**src/rtl/multicycle_ctrl_if.sv**
```systemverilog
// multicycle_ctrl_if
// Bundles the controller <-> datapath signals of the RV32I multicycle core.
//   master : the control FSM (consumes instruction fields and ALU flags,
//            drives datapath enables, mux selects, ALUControl and debug State)
//   slave  : the datapath side (mirror directions)
// Signals: Op/funct3/funct7b5 from the instruction register; Zero/Negative/
//   Carry/Overflow from the ALU; PCWrite, AdrSrc, MemWrite, IRWrite, RegWrite,
//   ResultSrc, ALUSrcA, ALUSrcB, ImmSrc, ALUControl, IllegalOp, State.
interface multicycle_ctrl_if #(
  parameter int unsigned STATE_W = 4
);
  logic [6:0]         Op;
  logic [2:0]         funct3;
  logic               funct7b5;
  logic               Zero;
  logic               Negative;
  logic               Carry;
  logic               Overflow;
  logic               PCWrite;
  logic               AdrSrc;
  logic               MemWrite;
  logic               IRWrite;
  logic               RegWrite;
  logic [1:0]         ResultSrc;
  logic [1:0]         ALUSrcA;
  logic [1:0]         ALUSrcB;
  logic [2:0]         ImmSrc;
  logic [3:0]         ALUControl;
  logic               IllegalOp;
  logic [STATE_W-1:0] State;

  modport master (
    input  Op, funct3, funct7b5, Zero, Negative, Carry, Overflow,
    output PCWrite, AdrSrc, MemWrite, IRWrite, RegWrite, ResultSrc,
           ALUSrcA, ALUSrcB, ImmSrc, ALUControl, IllegalOp, State
  );

  modport slave (
    output Op, funct3, funct7b5, Zero, Negative, Carry, Overflow,
    input  PCWrite, AdrSrc, MemWrite, IRWrite, RegWrite, ResultSrc,
           ALUSrcA, ALUSrcB, ImmSrc, ALUControl, IllegalOp, State
  );
endinterface

```
**src/rtl/multicycle_ctrl.sv**
```systemverilog
// multicycle_ctrl
// Main control FSM of the RV32I multicycle core. Steps the shared datapath
// through fetch/decode/execute/memory/writeback, decodes ALUControl and
// resolves branches from the ALU flags.
// Ports:
//   clk    core clock, rising edge
//   rst_n  synchronous reset, active low (returns to FETCH)
//   bus    multicycle_ctrl_if.master: instruction fields + ALU flags in,
//          datapath enables/selects, ALUControl, ImmSrc, IllegalOp, State out
module multicycle_ctrl #(
  parameter int unsigned STATE_W = 4
) (
  input logic               clk,
  input logic               rst_n,
  multicycle_ctrl_if.master bus
);

  // FETCH is the first member and therefore encodes as 0 on the State port.
  typedef enum logic [STATE_W-1:0] {
    FETCH, DECODE, MEMADR, MEMRD, MEMWB, MEMWR, EXECR,
    EXECI, ALUWB, JAL, JALR, JALRPC, BRANCH, LUI_S, AUIPC_S
  } state_t;

  typedef struct packed {
    logic       pc_write;   // unconditional PC enable
    logic       branch;     // PC enable qualified by the branch condition
    logic       adr_src;
    logic       mem_write;
    logic       ir_write;
    logic       reg_write;
    logic [1:0] result_src;
    logic [1:0] alu_src_a;
    logic [1:0] alu_src_b;
  } ctl_t;

  localparam logic [6:0] OP_LOAD   = 7'b0000011;
  localparam logic [6:0] OP_STORE  = 7'b0100011;
  localparam logic [6:0] OP_REG    = 7'b0110011;
  localparam logic [6:0] OP_IMM    = 7'b0010011;
  localparam logic [6:0] OP_JAL    = 7'b1101111;
  localparam logic [6:0] OP_JALR   = 7'b1100111;
  localparam logic [6:0] OP_BRANCH = 7'b1100011;
  localparam logic [6:0] OP_LUI    = 7'b0110111;
  localparam logic [6:0] OP_AUIPC  = 7'b0010111;

  localparam logic [3:0] ALU_ADD  = 4'b0000;
  localparam logic [3:0] ALU_SUB  = 4'b0001;
  localparam logic [3:0] ALU_AND  = 4'b0010;
  localparam logic [3:0] ALU_OR   = 4'b0011;
  localparam logic [3:0] ALU_XOR  = 4'b0100;
  localparam logic [3:0] ALU_SLT  = 4'b0101;
  localparam logic [3:0] ALU_SLTU = 4'b0110;
  localparam logic [3:0] ALU_SRL  = 4'b0111;
  localparam logic [3:0] ALU_SRA  = 4'b1000;
  localparam logic [3:0] ALU_SLL  = 4'b1001;

  state_t state_q, state_d;
  ctl_t   ctl_q, ctl_d;
  logic   op_legal;
  logic   taken;

  function automatic ctl_t moore_ctl(input state_t s);
    ctl_t c;
    c = '0;
    case (s)
      FETCH: begin
        c.ir_write = 1'b1; c.alu_src_b = 2'b10; c.result_src = 2'b10; c.pc_write = 1'b1;
      end
      DECODE:  begin c.alu_src_a = 2'b01; c.alu_src_b = 2'b01; end
      MEMADR:  begin c.alu_src_a = 2'b10; c.alu_src_b = 2'b01; end
      MEMRD:   c.adr_src = 1'b1;
      MEMWB:   begin c.result_src = 2'b01; c.reg_write = 1'b1; end
      MEMWR:   begin c.adr_src = 1'b1; c.mem_write = 1'b1; end
      EXECR:   c.alu_src_a = 2'b10;
      EXECI:   begin c.alu_src_a = 2'b10; c.alu_src_b = 2'b01; end
      ALUWB:   c.reg_write = 1'b1;
      JAL, JALRPC: begin c.alu_src_a = 2'b01; c.alu_src_b = 2'b10; c.pc_write = 1'b1; end
      JALR:    begin c.alu_src_a = 2'b10; c.alu_src_b = 2'b01; end
      BRANCH:  begin c.alu_src_a = 2'b10; c.branch = 1'b1; end
      LUI_S:   begin c.alu_src_a = 2'b11; c.alu_src_b = 2'b01; end
      AUIPC_S: begin c.alu_src_a = 2'b01; c.alu_src_b = 2'b01; end
      default: c = '0;
    endcase
    return c;
  endfunction

  always_comb begin
    op_legal = 1'b1;
    state_d  = state_q;
    case (state_q)
      FETCH:  state_d = DECODE;
      DECODE: begin
        case (bus.Op)
          OP_LOAD, OP_STORE: state_d = MEMADR;
          OP_REG:            state_d = EXECR;
          OP_IMM:            state_d = EXECI;
          OP_JAL:            state_d = JAL;
          OP_JALR:           state_d = JALR;
          OP_BRANCH:         state_d = BRANCH;
          OP_LUI:            state_d = LUI_S;
          OP_AUIPC:          state_d = AUIPC_S;
          default: begin
            state_d  = FETCH;
            op_legal = 1'b0;
          end
        endcase
      end
      MEMADR:  state_d = (bus.Op == OP_LOAD) ? MEMRD : MEMWR;
      MEMRD:   state_d = MEMWB;
      EXECR, EXECI, JAL, JALRPC, LUI_S, AUIPC_S: state_d = ALUWB;
      JALR:    state_d = JALRPC;
      default: state_d = FETCH;  // MEMWB, MEMWR, ALUWB, BRANCH, unused codes
    endcase
    // Moore outputs are registered by decoding the next state, so ctl_q is
    // always the decode of state_q with no output glitches.
    ctl_d = moore_ctl(state_d);
  end

  always_ff @(posedge clk) begin
    if (!rst_n) begin
      state_q <= FETCH;
      ctl_q   <= moore_ctl(FETCH);
    end else begin
      state_q <= state_d;
      ctl_q   <= ctl_d;
    end
  end

  always_comb begin
    case (bus.funct3)
      3'b000:  taken = bus.Zero;
      3'b001:  taken = ~bus.Zero;
      3'b100:  taken = bus.Negative ^ bus.Overflow;
      3'b101:  taken = ~(bus.Negative ^ bus.Overflow);
      3'b110:  taken = ~bus.Carry;
      3'b111:  taken = bus.Carry;
      default: taken = 1'b0;
    endcase
  end

  always_comb begin
    bus.ALUControl = ALU_ADD;
    if (state_q == EXECR || state_q == EXECI) begin
      case (bus.funct3)
        3'b000:  bus.ALUControl = (state_q == EXECR && bus.funct7b5) ? ALU_SUB : ALU_ADD;
        3'b001:  bus.ALUControl = ALU_SLL;
        3'b010:  bus.ALUControl = ALU_SLT;
        3'b011:  bus.ALUControl = ALU_SLTU;
        3'b100:  bus.ALUControl = ALU_XOR;
        3'b101:  bus.ALUControl = bus.funct7b5 ? ALU_SRA : ALU_SRL;
        3'b110:  bus.ALUControl = ALU_OR;
        default: bus.ALUControl = ALU_AND;
      endcase
    end else if (state_q == BRANCH) begin
      bus.ALUControl = ALU_SUB;
    end
  end

  always_comb begin
    case (bus.Op)
      OP_STORE:          bus.ImmSrc = 3'b001;
      OP_BRANCH:         bus.ImmSrc = 3'b010;
      OP_JAL:            bus.ImmSrc = 3'b011;
      OP_LUI, OP_AUIPC:  bus.ImmSrc = 3'b100;
      default:           bus.ImmSrc = 3'b000;
    endcase
  end

  // Strobes are gated by rst_n so they drop immediately, not one edge later.
  always_comb begin
    bus.PCWrite   = rst_n & (ctl_q.pc_write | (ctl_q.branch & taken));
    bus.MemWrite  = rst_n & ctl_q.mem_write;
    bus.IRWrite   = rst_n & ctl_q.ir_write;
    bus.RegWrite  = rst_n & ctl_q.reg_write;
    bus.IllegalOp = rst_n & (state_q == DECODE) & ~op_legal;
    bus.AdrSrc    = ctl_q.adr_src;
    bus.ResultSrc = ctl_q.result_src;
    bus.ALUSrcA   = ctl_q.alu_src_a;
    bus.ALUSrcB   = ctl_q.alu_src_b;
    bus.State     = state_q;
  end

endmodule
```
**src/flat_wrapper.sv**
```systemverilog
// flat-port wrapper written by rule: the top's interface ports become plain ports
module multicycle_ctrl_flat 
#(
  parameter int unsigned STATE_W = 4
)
  (clk, rst_n, bus_Op, bus_funct3, bus_funct7b5, bus_Zero, bus_Negative, bus_Carry, bus_Overflow, bus_PCWrite, bus_AdrSrc, bus_MemWrite, bus_IRWrite, bus_RegWrite, bus_ResultSrc, bus_ALUSrcA, bus_ALUSrcB, bus_ImmSrc, bus_ALUControl, bus_IllegalOp, bus_State);
  multicycle_ctrl_if #(.STATE_W(STATE_W)) bus_i ();
  input logic clk;
  input logic rst_n;
  input wire logic [$bits(bus_i.Op)-1:0] bus_Op;
  input wire logic [$bits(bus_i.funct3)-1:0] bus_funct3;
  input wire logic [$bits(bus_i.funct7b5)-1:0] bus_funct7b5;
  input wire logic [$bits(bus_i.Zero)-1:0] bus_Zero;
  input wire logic [$bits(bus_i.Negative)-1:0] bus_Negative;
  input wire logic [$bits(bus_i.Carry)-1:0] bus_Carry;
  input wire logic [$bits(bus_i.Overflow)-1:0] bus_Overflow;
  output wire logic [$bits(bus_i.PCWrite)-1:0] bus_PCWrite;
  output wire logic [$bits(bus_i.AdrSrc)-1:0] bus_AdrSrc;
  output wire logic [$bits(bus_i.MemWrite)-1:0] bus_MemWrite;
  output wire logic [$bits(bus_i.IRWrite)-1:0] bus_IRWrite;
  output wire logic [$bits(bus_i.RegWrite)-1:0] bus_RegWrite;
  output wire logic [$bits(bus_i.ResultSrc)-1:0] bus_ResultSrc;
  output wire logic [$bits(bus_i.ALUSrcA)-1:0] bus_ALUSrcA;
  output wire logic [$bits(bus_i.ALUSrcB)-1:0] bus_ALUSrcB;
  output wire logic [$bits(bus_i.ImmSrc)-1:0] bus_ImmSrc;
  output wire logic [$bits(bus_i.ALUControl)-1:0] bus_ALUControl;
  output wire logic [$bits(bus_i.IllegalOp)-1:0] bus_IllegalOp;
  output wire logic [$bits(bus_i.State)-1:0] bus_State;
  assign bus_i.Op = bus_Op;
  assign bus_i.funct3 = bus_funct3;
  assign bus_i.funct7b5 = bus_funct7b5;
  assign bus_i.Zero = bus_Zero;
  assign bus_i.Negative = bus_Negative;
  assign bus_i.Carry = bus_Carry;
  assign bus_i.Overflow = bus_Overflow;
  assign bus_PCWrite = bus_i.PCWrite;
  assign bus_AdrSrc = bus_i.AdrSrc;
  assign bus_MemWrite = bus_i.MemWrite;
  assign bus_IRWrite = bus_i.IRWrite;
  assign bus_RegWrite = bus_i.RegWrite;
  assign bus_ResultSrc = bus_i.ResultSrc;
  assign bus_ALUSrcA = bus_i.ALUSrcA;
  assign bus_ALUSrcB = bus_i.ALUSrcB;
  assign bus_ImmSrc = bus_i.ImmSrc;
  assign bus_ALUControl = bus_i.ALUControl;
  assign bus_IllegalOp = bus_i.IllegalOp;
  assign bus_State = bus_i.State;
  multicycle_ctrl #(.STATE_W(STATE_W)) u_core (.clk(clk), .rst_n(rst_n), .bus(bus_i));
endmodule
```
**config.mk**
```make
export PLATFORM = sky130hd
export DESIGN_NAME = multicycle_ctrl_flat
export DESIGN_NICKNAME = d
export VERILOG_FILES = /design/src/rtl/multicycle_ctrl_if.sv /design/src/rtl/multicycle_ctrl.sv /design/src/flat_wrapper.sv
export SDC_FILE = /design/constraint.sdc
export NUM_CORES = 1
export LEC_CHECK = 0
export BUFFER_PORTS_ARGS = -buffer_cell sky130_fd_sc_hd__clkbuf_2
export CORE_MARGIN = 3
export CORE_UTILIZATION = 45
export CTS_CLUSTER_DIAMETER = 150
export CTS_CLUSTER_SIZE = 20
export DETAILED_ROUTE_END_ITERATION = 12
export PLACE_DENSITY = 0.82
export SLEW_MARGIN = 0
export SYNTH_ARGS = -nofsm -noshare
export SYNTH_HDL_FRONTEND = slang
export SYNTH_SLANG_ARGS = --single-unit
```
**constraint.sdc**
```tcl
create_clock -name clk -period 4.1 [get_ports clk]
set_input_delay 0.205 -clock clk [delete_from_list [all_inputs] [get_ports clk]]
set_output_delay 0.205 -clock clk [all_outputs]
set_load 0.01 [all_outputs]
```
# Yosys cells after proc, flatten, opt, wreduce, memory -nomap -nowiden
# Cells that the tools add are included.
# classes
n_eq_ne	41
mux	21
bitwise	13
n_reduce_logical	15
# op_table
op	count
$eq 4x4->1 const B	13
$pmux 4 s8	1
$pmux 4 s7	1
$eq 4x3->1 const B	6
$pmux 4 s6	1
$eq 7x6->1 const B	3
$eq 7x7->1 const B	3
$eq 4x2->1 const B	4
$eq 7x5->1 const B	2
$eq 3x3->1 const B	4
$pmux 3 s4	1
$reduce_or 6->1	2
$mux 1	10
$reduce_or 9->1	1
$eq 4x1->1 const B	2
$logic_not 4->1	2
$mux 4	2
$pmux 2 s2	2
$reduce_or 2->1	4
$and 1x1->1	7
$eq 7x2->1 const B	1
$eq 3x2->1 const B	2
$pmux 1 s6	1
$pmux 2 s3	1
11 further kinds	14
# word_totals
regBits	16
wordCells	100

# Logic depth before layout (Yosys ltp)
# logic_depth
word_depth	7
depth_mapped	7
depth_no_buf	6

# Worst setup path before layout
# Ideal clock, no wire load.
# synth_path
path_type	register to register
startpoint	reg u_core.state_q[1], in the netlist u_core.bus.State[1]
endpoint	reg u_core.ctl_q, in the netlist u_core.bus.ALUSrcB[0]
setup_ps	120
arrival_ps	1732
t_required_ps	3980
slack_ps	2248
stages_incl_launch_ff	7
path_buffers	0
period_less_slack_ps	1852
path_cell_list	dfxtp_1 > nor2b_1 > o2bb2ai_1 > a21oi_1 > and2_1 > o211a_1 > o31a_1
# synth_between
elab_chain_len	6
# synth_lines
element	line_no	rtl
start, declared	multicycle_ctrl.sv:57	state_t state_q, state_d;
start signal, assigned	multicycle_ctrl.sv:124	state_q <= state_d;
$eq 4x4->1 / $eq 4x3->1 (equally long branches)	multicycle_ctrl.sv:90	case (state_q)
$reduce_or 6->1	multicycle_ctrl.sv:90	
$pmux 4 s6 *	multicycle_ctrl.sv:90	
$eq 4x1->1, or another cell as far along	multicycle_ctrl.sv:65	case (s)
$reduce_or 6->1 (no source line) / $reduce_or 3->1 (equally long branches)	n/a	
$pmux 2 s2 *	multicycle_ctrl.sv:65	
end signal, assigned	multicycle_ctrl.sv:122	ctl_q <= moore_ctl(FETCH);
end signal, assigned	multicycle_ctrl.sv:125	ctl_q <= ctl_d;
end, declared	multicycle_ctrl.sv:58	ctl_t ctl_q, ctl_d;
# Every way passes the cells marked *; elsewhere a longest branch is shown, timed or not.
# A chain may end at the register's enable or synchronous reset.

# Worst setup path after layout
# layout_path
startpoint	reg u_core.state_q[1], in the netlist u_core.bus.State[1]
endpoint	out bus_ALUControl[0]
# layout_between
elab_chain_len	5
# layout_lines
element	line_no	rtl
$eq 4x3->1	multicycle_ctrl.sv:143, multicycle_ctrl.sv:145	
$logic_and 1x1->1	multicycle_ctrl.sv:145	3'b000: bus.ALUControl = (state_q == EXECR && bus.funct7b5) ? ALU_SUB : ALU_ADD;
$mux 1	multicycle_ctrl.sv:145	
$pmux 4 s7	multicycle_ctrl.sv:144	case (bus.funct3)
$mux 4 *	multicycle_ctrl.sv:143	if (state_q == EXECR || state_q == EXECI) begin
end, declared	flat_wrapper.sv:26	output wire logic [$bits(bus_i.ALUControl)-1:0] bus_ALUControl;
# Marked as above.

==> results.toml <==
[status]
status = "complete, no violations"

[critical_path]
crit_buf_inv = 1
critPathRequiredTime_ns = 3.89
crit_arrival_ns = 1.95
crit_type = "reg2out"
crit_fanout = 9
slowest_delay_ns = 0.52
endpoint_kind = "primary output"
path_cells = "nor2b_1, a41oi_1, a211oi_1, o21ai_0, a21oi_1, clkbuf_2"
cpLargestDelayFamily = "compound AO/OA/AOI/OAI gates"
cp_slowest_cell = "dfxtp_1"
worst_setup_path_start_kind = "register"

[synth]
synth.distinct_cells = 52
syn-cell-area_um2 = 1150
synth_edf_count = 0
seq_area_frac_synth_pct = 26.1
async_reset_ff_share_pct = 0
synth_seq_cells = 15
synth-main-ff-cell = "dfxtp_1"
syn_avg_cell_area_um2 = 8.11
netlist_instances = 142
synthesis.nets = 159
yosys_warnings = 0

[die]
start_util_pct = 49.6
top_level_ports = 40
core_um2 = 2320
die_h_um = 56.6
rows = 17
die_w_um = 56.6
dieArea_um2 = 3200

[cts]
postCtsSetupRepairBufs = 0
ctsResizeCount = 0
root_buffer = "clkbuf_4"
clkSlewWorstSetupHoldPaths_ns = 0.08
cts.sinks = 15
cts_buffers = 3
clk_latency_ns = 0.27
cts_tree = "yes"
cts_hold_buf = 0
clockBufferDepth = 2
htreeDepth = 1

[grt]
grt_antenna_before_repair = 0
grt_pass1_wl_um = 4350
grt_start_max_net_pins = 15
overflow = 0
grt_util_all_layers_pct = 16.4
grt_pass1_vias = 1009

[drt]
ant_nets = 0
drt_iter0_markers = 52
dr.pass1.iters = 4
wl_per_cell_um = 13.0
viasPerCell = 5.76
drt_drc_violations_left = 0
wl_um = 2590
vias = 1152

[pwr]
vdd_drop_max_v = 0.000263
combPwrFrac_pct = 24.4
p_switching_uw = 89.5
p_clk_share_pct = 25.5
seqPwrFrac_pct = 50.1
pwr_density_cell_nw_per_um2 = 237
p_leak_nw = 0.588
sw_frac_of_total_pct = 28.8
finalPower_uw = 311
power.internal_uw = 222

[final_layout]
mostFrequentLayoutCell = "clkbuf_2"
final.fill_count = 220
seq_area_um2 = 300
finish.utilization_pct = 56.7
drive_gt1_share_pct = 30.2
layout_common_cells = "39 x clkbuf_2, 15 x nand2_1, 15 x dfxtp_1"
finalNetCount = 190
diodes = 0
finalNonFillerCells = 200
area_growth_pct = 14.2
multi_input_area_um2 = 728

[timing]
finalHoldViolCount = 0
setup_ws_ns = 1.94
rsz0062_at_grt = "no"
slew_headroom_pct = 63.4
tns_ns = 0
period_share_pct = 52.6
maxSlewViolCount = 0
period_needed_ns = 2.16
fmax_ghz = 0.463
final-setup-viol-count = 0
tightest_slew_ns = 0.544
clock_skew_ns = 0.00279

[min_path]
hp-class = "in2reg"

[placed_design]
io_buffers = 39
dp_hpwl_um = 2090
dp_cells = 196
gp_congestion = 0.828
dp_slack_ns = 2.00

[flow_run]
maxCapViolCount = 0
==> state kept, by name, summed over array words and instances (netlist names) <==
signal / flops
u_core.bus.ALUSrcA: 2
u_core.bus.ALUSrcB: 2
u_core.bus.AdrSrc: 1
u_core.bus.ResultSrc: 1
u_core.bus.State: 4
u_core.ctl_q: 5
==> routing by layer <==
metal	GRT usage [%]	wire length, um	up-vias
li1	-	-	579
met1	20.2	1150	522
met2	28.2	1210	47
met3	4.60	204	4
met4	3.39	26	0
met5	0	0	-
==> cell type report <==
| class | instances | area share [%] |
|---|---|---|
| Tap cell | 28 | 2.66 |
| Sequential cell | 15 | 22.8 |
| Inverter | 8 | 2.28 |
| Multi-Input combinational cell | 106 | 55.4 |
| Clock buffer | 4 | 2.00 |
| Timing Repair Buffer | 39 | 14.8 |
==> kinds of logic (layout without fill, tap and decap cells) <==
kind of cell	count (synthesis)	in the layout	share of synthesized area [%]
AOI/OAI and AO/OA	40	40	27.4
xor gates and xnor gates	7	7	5.33
buffers and inverters	21	51	10.7
DFF	15	15	26.1
muxes	2	2	1.85
and+or+nand+nor	57	57	28.7
==> worst paths after layout <==
check	startpoint	endpoint	slack, ns	depth (start not counted)
setup / recovery	u_core.bus.State[1]$_SDFF_PN0_	bus_ALUControl[0]	1.94	6
hold / removal	rst_n	u_core.ctl_q[7]$_SDFF_PN1_	0.27	2
setup reg to reg	u_core.bus.State[0]$_SDFF_PN0_	u_core.bus.ALUSrcA[0]$_SDFF_PN0_	2.02	6
hold reg to reg	u_core.bus.State[3]$_SDFF_PN0_	u_core.bus.ALUSrcB[1]$_SDFF_PN1_	0.73	2
==> cells in the mapped netlist (3+ instances only) <==
| library cell | number | share of area (%) |
|---|---|---|
| dfxtp_1 | 15 | 26 |
| nand2_1 | 15 | 4.9 |
| a21oi_1 | 10 | 4.3 |
| inv_1 | 8 | 2.6 |
| buf_4 | 7 | 4.6 |
| and2_1 | 6 | 3.3 |
| nor2_1 | 6 | 2.0 |
| nor3_1 | 5 | 2.2 |
| o21ai_0 | 5 | 2.2 |
| xnor2_1 | 5 | 3.8 |
| a211oi_1 | 4 | 2.6 |
| nor2b_1 | 4 | 2.2 |
| and3_1 | 3 | 1.6 |
==> per-stage QoR <==
step	hold slack (ns)	area, um2
floorplan	0.334	1150
global placement	0.550	1290
detailed placement	0.551	1290
CTS	0.261	1320
global route	0.273	1320
finish	0.273	1320
==> power by group through the flow <==
stage | Combinational (mW) | Clock [mW] | Sequential (mW)
global placement | 0.0732 | 0 | 0.159
global route | 0.0838 | 0.0930 | 0.157
CTS | 0.0762 | 0.0834 | 0.156
finish | 0.0761 | 0.0792 | 0.156
floorplan | 0.0544 | 0 | 0.158
detailed placement | 0.0758 | 0 | 0.159
Note: power is estimated with default switching activity, not from simulation.
